--- src/rtl/add_share_pkg.sv ---
// Shared types and constants for the shared-adder scheduler.
package add_share_pkg;
    localparam int unsigned DATA_W   = 16;
    localparam int unsigned NREQ_DEF = 4;
    localparam int unsigned ID_MAX_W = 3;

    typedef struct packed {
        logic [DATA_W-1:0] a;
        logic [DATA_W-1:0] b;
        logic              cin;
    } add_req_t;

    typedef struct packed {
        logic [DATA_W-1:0]   sum;
        logic                cout;
        logic                ovf;
        logic [ID_MAX_W-1:0] id;
    } add_rsp_t;
endpackage

--- src/rtl/cla16.sv ---
// 16-bit adder: four 4-bit groups with a look-ahead carry across groups.
module cla16 (
    input  logic [15:0] a,
    input  logic [15:0] b,
    input  logic        cin,
    output logic [15:0] s,
    output logic        cout
);
    logic [15:0] p, g, c;
    logic [3:0]  gp, gg;
    logic [4:0]  gc;

    assign p = a ^ b;
    assign g = a & b;

    always_comb begin
        gp = '0;
        gg = '0;
        for (int unsigned k = 0; k < 4; k++) begin
            gp[k] = &p[4*k +: 4];
            gg[k] = g[4*k+3] | (p[4*k+3] & g[4*k+2]) | (p[4*k+3] & p[4*k+2] & g[4*k+1])
                  | (p[4*k+3] & p[4*k+2] & p[4*k+1] & g[4*k]);
        end
        gc[0] = cin;
        gc[1] = gg[0] | (gp[0] & cin);
        gc[2] = gg[1] | (gp[1] & gg[0]) | (gp[1] & gp[0] & cin);
        gc[3] = gg[2] | (gp[2] & gg[1]) | (gp[2] & gp[1] & gg[0]) | (gp[2] & gp[1] & gp[0] & cin);
        gc[4] = gg[3] | (gp[3] & gg[2]) | (gp[3] & gp[2] & gg[1]) | (gp[3] & gp[2] & gp[1] & gg[0])
              | (gp[3] & gp[2] & gp[1] & gp[0] & cin);
        c = '0;
        for (int unsigned k = 0; k < 4; k++) begin
            c[4*k] = gc[k];
            for (int unsigned j = 0; j < 3; j++) begin
                c[4*k+j+1] = g[4*k+j] | (p[4*k+j] & c[4*k+j]);
            end
        end
    end

    assign s    = p ^ c;
    assign cout = gc[4];
endmodule

--- src/rtl/rr_arbiter.sv ---
// Round-robin arbiter: search starts at ptr, ptr moves past the winner on a grant.
module rr_arbiter #(
    parameter int unsigned N = 4
) (
    input  logic         clk,
    input  logic         rst_n,
    input  logic [N-1:0] req,
    input  logic         en,
    output logic [N-1:0] gnt
);
    localparam int unsigned PW = (N > 1) ? $clog2(N) : 1;

    logic [PW-1:0] ptr;
    int unsigned   idx;
    int unsigned   win;
    logic          found;

    always_comb begin
        gnt   = '0;
        idx   = 0;
        win   = 0;
        found = 1'b0;
        for (int unsigned k = 0; k < N; k++) begin
            idx = 32'(ptr) + k;
            if (idx >= N) idx = idx - N;
            if (!found && req[PW'(idx)]) begin
                found = 1'b1;
                win   = idx;
            end
        end
        if (en && found) gnt[PW'(win)] = 1'b1;
    end

    always_ff @(posedge clk) begin
        if (!rst_n) begin
            ptr <= '0;
        end else if (en && found) begin
            ptr <= (win == N - 1) ? '0 : PW'(win + 1);
        end
    end
endmodule

--- src/rtl/add_share_arb.sv ---
// Shares one cla16 among NREQ requesters; results land in a one-entry output buffer.
module add_share_arb
    import add_share_pkg::*;
#(
    parameter int unsigned NREQ = NREQ_DEF,
    parameter int unsigned IDW  = $clog2(NREQ)
) (
    input  logic                 clk,
    input  logic                 rst_n,
    input  logic [NREQ-1:0]      req_valid,
    output logic [NREQ-1:0]      req_ready,
    input  logic [NREQ*16-1:0]   req_a,
    input  logic [NREQ*16-1:0]   req_b,
    input  logic [NREQ-1:0]      req_cin,
    output logic                 rsp_valid,
    input  logic                 rsp_ready,
    output logic [15:0]          rsp_sum,
    output logic                 rsp_cout,
    output logic                 rsp_ovf,
    output logic [IDW-1:0]       rsp_id
);
    logic            slot_free;
    logic            arb_en;
    logic [NREQ-1:0] gnt;
    add_req_t        op;
    logic [IDW-1:0]  gid;
    logic [15:0]     sum;
    logic            cout;

    assign slot_free = !rsp_valid | rsp_ready;
    // Gating with rst_n keeps both the grant and the pointer idle during reset.
    assign arb_en    = slot_free & rst_n;

    rr_arbiter #(.N(NREQ)) u_arb (
        .clk   (clk),
        .rst_n (rst_n),
        .req   (req_valid),
        .en    (arb_en),
        .gnt   (gnt)
    );

    assign req_ready = gnt;

    always_comb begin
        op  = '0;
        gid = '0;
        for (int unsigned i = 0; i < NREQ; i++) begin
            if (gnt[i]) begin
                op.a   = req_a[DATA_W*i +: DATA_W];
                op.b   = req_b[DATA_W*i +: DATA_W];
                op.cin = req_cin[i];
                gid    = IDW'(i);
            end
        end
    end

    cla16 u_add (
        .a    (op.a),
        .b    (op.b),
        .cin  (op.cin),
        .s    (sum),
        .cout (cout)
    );

    always_ff @(posedge clk) begin
        if (!rst_n) begin
            rsp_valid <= 1'b0;
            rsp_sum   <= '0;
            rsp_cout  <= 1'b0;
            rsp_ovf   <= 1'b0;
            rsp_id    <= '0;
        end else if (|gnt) begin
            rsp_valid <= 1'b1;
            rsp_sum   <= sum;
            rsp_cout  <= cout;
            rsp_ovf   <= (op.a[15] == op.b[15]) & (sum[15] != op.a[15]);
            rsp_id    <= gid;
        end else if (rsp_ready) begin
            rsp_valid <= 1'b0;
        end
    end
endmodule

--- config.mk ---
export PLATFORM = sky130hd
export DESIGN_NAME = add_share_arb
export DESIGN_NICKNAME = d
export VERILOG_FILES = /design/src/rtl/add_share_pkg.sv /design/src/rtl/cla16.sv /design/src/rtl/rr_arbiter.sv /design/src/rtl/add_share_arb.sv
export SDC_FILE = /design/constraint.sdc
export NUM_CORES = 1
export LEC_CHECK = 0
export BUFFER_PORTS_ARGS = -buffer_cell sky130_fd_sc_hd__clkbuf_2
export CAP_MARGIN = 20
export CORE_ASPECT_RATIO = 1.2
export CORE_MARGIN = 1
export CORE_UTILIZATION = 48
export CTS_BUF_LIST = sky130_fd_sc_hd__clkbuf_4
export CTS_CLUSTER_SIZE = 8
export DETAILED_ROUTE_END_ITERATION = 12
export HOLD_SLACK_MARGIN = 0.1
export PLACE_DENSITY = 0.86
export SLEW_MARGIN = 10
export SYNTH_ARGS = -nofsm -noshare
export SYNTH_HDL_FRONTEND = slang
export SYNTH_SLANG_ARGS = --single-unit
export TNS_END_PERCENT = 10
--- constraint.sdc ---
create_clock -name clk -period 8.88 [get_ports clk]
set_clock_uncertainty 0.2 [all_clocks]
set_input_delay 1.776 -clock clk [delete_from_list [all_inputs] [get_ports clk]]
set_output_delay 1.776 -clock clk [all_outputs]
set_load 0.01 [all_outputs]
---- Word level (Yosys, flattened, before mapping) ----
Cells that the tools add are included.
storage, ports and cells
  flip-flop bits (word level) ............. 23
  logic and storage cells ................. 163
  output and inout port bits .............. 25
  bits of input ports ..................... 139
cells by class
  reductions and logical operators ........ 15
  muxes and demuxes ....................... 33
  $add $sub $neg .......................... 8
  equal/unequal tests ..................... 3
  bitwise operators ....................... 88
  magnitude comparators ................... 10
operator list
  cell                     count
  $mux W32                 8
  $mux W33                 4
  $ge A32 B3 Y1 const B    3
  $sub A32 B3 Y32 const B  3
  $and A1 B1 Y1            50
  $or A1 B1 Y1             35
  $eq A32 B2 Y1 const B    1
  $xor A16 B16 Y16         2
  $and A16 B16 Y16         1
  $reduce_and A4 Y1        4
  $lt A2 B3 Y1 const B     5
  $mux W1                  12
  $bmux W1 S2              4
  $add A2 B2 Y3 const B    2
  $mux W2                  3
  $logic_and A1 B1 Y1      5
  $logic_not A1 Y1         4
  $mux W4                  1
  $reduce_or A4 Y1         1
  $sub A2 B3 Y4 const B    1
  $add A2 B1 Y3 const B    1
  $ge A2 B3 Y1 const B     1
  $add A2 B1 Y2 const B    1
  $demux W1 S2             1
  4 further kinds          4

---- Longest topological paths before layout ----
  word-level depth ........................ 41
  gate-level depth with buffers ........... 30
  depth with buffers taken out ............ 26

---- Hierarchy ----
A second synthesis with hierarchy kept.
second synthesis, totals
  cells, all modules ...................... 326
  area total of the unflattened synthesis .. 2585.0 sq um
modules (own cells, without submodules)
  module         instances  area an instance (sq um)  cells an instance  sequential area each (sq um)
  add_share_arb  1          1627.8                    222                420.4
  cla16          1          699.4                     73                 0.0
  rr_arbiter     1          257.7                     31                 40.0

---- Worst setup path before layout ----
No wires, ideal clock.
  path type ............................... in2reg
  start point ............................. input req_valid[0]
  end point ............................... register rsp_ovf
  stages .................................. 25
  path slack .............................. 2.128 ns
  buffers on the path ..................... 4
  setup time .............................. 0.084 ns
  required time ........................... 8.596 ns
  arrival time ............................ 6.468 ns
  path through ............................ buf_6 > nor4_1 > a22oi_1 > nand2_1 > nor2_1 > a32oi_1 > inv_1 > ha_1 > buf_2 > nor3_1 > and3_1 > clkbuf_1 > clkbuf_1 > a32oi_1 > inv_1 > ha_1 > and4_1 > and2_1 > a21oi_1 > o21a_1 > fa_1 > fa_1 > fa_1 > xor2_1 > o31ai_2
between the ends
  cells in the longest elaborated chain, start to end .. 39
  elaborated cells on any way between the ends .. 81
  classes of those cells .................. order compare: 2; eq/ne: 2; mux: 23; bitwise: 42; reduce/logical: 12
RTL lines
  what                           line                 text
  start: declaration             add_share_arb.sv:10  input logic [NREQ-1:0] req_valid,
  $bmux W1 S2                    rr_arbiter.sv:26     if (!found && req[PW'(idx)]) begin
  $mux W1 (not written as such)  rr_arbiter.sv:26
  $mux W1                        rr_arbiter.sv:26
  $logic_not A1 Y1               rr_arbiter.sv:26
  $logic_and A1 B1 Y1            rr_arbiter.sv:26
  $mux W1                        rr_arbiter.sv:26
  $logic_not A1 Y1               rr_arbiter.sv:26
  $logic_and A1 B1 Y1            rr_arbiter.sv:26
  [... 23 more ...]              n/a
  $or A1 B1 Y1                   cla16.sv:34          c[4*k+j+1] = g[4*k+j] | (p[4*k+j] & c[4*k+j]);
  $and A1 B1 Y1                  cla16.sv:34
  $or A1 B1 Y1                   cla16.sv:34
  $and A1 B1 Y1                  cla16.sv:34
  $or A1 B1 Y1                   cla16.sv:34
  $xor A16 B16 Y16               cla16.sv:39          assign s = p ^ c;
  $ne A1 B1 Y1                   add_share_arb.sv:76  rsp_ovf <= (op.a[15] == op.b[15]) & (sum[15] != op.a[15]);
  $and A1 B1 Y1                  add_share_arb.sv:76
  end signal: assignment         add_share_arb.sv:76
  end: declaration               add_share_arb.sv:19  output logic rsp_ovf,
Mark *: on every way between the ends. The rest lies on a longest branch, timed or not. The select of a mux whose other input is x is not followed.
A chain may end at the register's enable or synchronous reset.

---- Worst setup path in the final report ----
  start point ............................. input req_valid[2]
  end point ............................... register rsp_ovf
Same word-level chain as after synthesis.

==> flow_summary.yaml <==
sta:
  finalSetupViolations: 0
  fin_tns_setup_ns: 0
  hold_ws_ns: 0.267
  worst_slew_pin_slew_ns: 0.886
  hold_viol_final: 0
  maxSlewHeadroom_pct: 40.8
  fin_crit_ns: 7.27
  fmax_ghz: 0.138
  setup_ws_ns: 1.61
  finalMaxSlewViolations: 0
  rsz0062_at_grt: "no"
  fin_crit_sh_pct: 81.9
grt:
  grt_pass1_vias: 3836
  grt_start_max_net_pins: 49
  grt_usage_pct: 32.2
  grt_first_pass_wirelength_um: 17900
  antenna_found_initial: 0
  gr-total-overflow: 0
routing:
  via_count: 4032
  via_per_inst: 6.18
  drt_iter0_markers: 378
  routedWlPerCell_um: 17.5
  drt_pass1_iterations: 5
  totalWireLength_um: 11400
  drc_errors: 0
  ant_nets: 0
clocking:
  cts_hold_buf: 0
  clk_latency_ns: 0.33
  clock-sinks: 23
  cts_tree: "done"
  ctsResizeCount: 0
  cts_max_level: 1
  numCtsBuffers: 3
  cts.root.buffer_cell: "clkbuf_4"
  post-cts-setup-buffers: 0
  clock_path_buffers: 2
  clkTransAtPathRegs_ns: 0.15
critical_path:
  cp_top_family: "simple AND/OR/NAND/NOR gates"
  path_max_fanout: 18
  path_cells: "clkbuf_2 -> mux2i_1 -> nand4_1 -> nand3_1 -> nor2_1 -> a32oi_1 -> inv_1 -> ha_1 -> nor3_1 -> and3_1 -> a32oi_1 -> inv_1 -> ha_1 -> and4_1 -> and2_1 -> a21oi_1 -> o21a_1 -> fa_1 -> fa_1 -> fa_1 -> xor2_1 -> o31ai_2"
  critPathRequiredTime_ns: 8.94
  crit_start: "req_valid[2]"
  r2r-start: "u_arb.ptr[0]"
  critPathCaptureType: "flip-flop"
  crit_path_top_delay_cell: "and3_1"
  critical_path_class: "input port to flip-flop"
  crit_top_cell: "fa_1"
  path_buf_inv: 3
  max_stage_delay_ns: 0.56
  cp-start-kind: "input port"
  critPathArrivalTime_ns: 7.33
finish:
  fin_area_sq_um: 4040
  fin_nets: 744
  fin_util_pct: 63.1
  n_antenna_cell: 0
  drive_above_1_share_pct: 32.3
  fin_cells: 652
  syn_to_final_growth_pct: 27.2
pwr:
  power_frac_clock_pct: 3.2
  irDropWorstVdd_uv: 231
  swShare_pct: 56.5
  power_mw: 1.68
  cellLeakagePower_nw: 1.91
  p_sw_uw: 951
  power.internal_uw: 733
  pwr-share-seq_pct: 10.3
  powerDensity_nw_per_um2: 417
  combPwrFrac_pct: 86.5
synth:
  syn_avg_cell_area_sq_um: 7.39
  seq_area_frac_synth_pct: 14.5
  ys_seq_elements: 23
  synthesis.nets: 606
  synth_top_area_share_pct: 14.5
  syn_inst: 430
  yosysTopAreaCell: "dfxtp_1"
  synth-async-reset-ratio_pct: 0
  synthTopCellsByArea: "dfxtp_1 (14%), ha_1 (9.8%), fa_1 (7.6%)"
  synth_cell_type_count: 51
  synth_edf_count: 0
  ys.flop_type: "dfxtp_1"
  syn-cell-area_sq_um: 3180
  yosys_warnings: 0
floorplan:
  rows: 32
  die_h_um: 91.1
  initial_core_util_pct: 49.6
  fp.dieW_um: 76.3
  die_area_sq_um: 6950
  ios: 164
  coreArea_sq_um: 6410
placement:
  placedInstanceArea_sq_um: 4010
  numPortBuffers: 163
  dpl.hpwl_um: 8950
  gp_congestion: 1.00
  place_ws_ns: 1.31
  dp.cells: 647
status:
  status: "complete, no violations"
run:
  timing.max_cap.violations: 0
min_path:
  worstHoldStart: "rsp_sum[11]"
  hold_class: "flip-flop to flip-flop"
## metal layers
metal	GRT usage [%]	vias to the layer above	share of wire (%)
met5	0	-	0
met4	15.9	0	4.1
met3	4.92	46	8.1
met2	58.1	246	50
met1	36.5	1864	37
li1	-	1876	-
## cell type report
type / count / area, sq um
sequential: 23 / 460
tap: 85 / 106
timing repair buffer: 172 / 883
clock buffer: 3 / 22.5
clock inverter: 1 / 5.00
inverter: 21 / 78.8
fill: 600 / 2360
multi-input combinational: 347 / 2480
## cell usage in the layout (no fill, tap or decap), drive strengths merged, types with 6 or more instances in the layout
| master | n |
|---|---|
| a32o | 13 |
| a21o | 8 |
| nor2 | 27 |
| a21oi | 21 |
| buf | 9 |
| clkbuf | 166 |
| a32oi | 25 |
| inv | 21 |
| o21ai | 30 |
| nand2 | 64 |
| o211ai | 10 |
| ha | 25 |
| nand3 | 6 |
| or3 | 21 |
| a221oi | 8 |
| nand2b | 11 |
| a211oi | 14 |
| fa | 12 |
| dfxtp | 23 |
## Yosys cell counts, types with 2 or more instances
library cell	n
and3_1	3
fa_1	12
and3b_1	2
a211oi_1	14
nand3b_1	2
nand2b_1	11
o21ai_1	2
or3_1	21
nor2b_1	4
buf_1	3
mux2i_1	2
and2_1	2
o2111ai_1	2
nor3_1	3
a21oi_1	21
nand3_1	6
nand4_1	4
o31ai_1	2
ha_1	25
a32o_1	13
a221oi_1	8
o21ai_0	28
buf_2	14
a32oi_1	25
o21a_1	3
clkbuf_1	21
nor2_1	26
a221o_1	3
nand2_1	64
xnor2_1	4
dfxtp_1	23
inv_1	21
o211ai_1	10
a31oi_1	2
a21o_1	8
## registers in the layout, indices dropped and copies added, names as in the netlist
signal     count
u_arb.ptr      2
rsp_valid      1
rsp_sum       16
rsp_cout       1
rsp_ovf        1
rsp_id         2
## cell families after synthesis
| logic type | share of synthesized area (%) |
|---|---|
| DFF | 14.5 |
| muxes | 0.985 |
| xor gates and xnor gates | 1.38 |
| and+or+nand+nor | 24.0 |
| AOI/OAI and AO/OA | 33.8 |
| buffers and inverters | 7.88 |
| adders and majority gates | 17.4 |
## worst min-delay path, cell delays in order (launching register included)
cell	delay, ns
dfxtp_1	0.34
nand2_1	0.05
a21oi_1	0.05
## power groups by stage
stage / clock, mW / sequential, mW / combinational (mW)
floorplan: 0 / 0.171 / 1.06
global placement: 0 / 0.175 / 1.37
detailed placement: 0 / 0.175 / 1.43
CTS: 0.0536 / 0.172 / 1.43
global route: 0.0583 / 0.178 / 1.60
finish: 0.0546 / 0.173 / 1.46
## final timing paths
kind | to | cells past startpoint | slack (ns)
worst max register to register | rsp_ovf | 23 | 1.70
worst min register to register | rsp_sum[11] | 2 | 0.27
worst max-delay path | rsp_ovf | 22 | 1.61
worst min-delay path | rsp_sum[11] | 2 | 0.27
(Power assumes the default switching activity.)
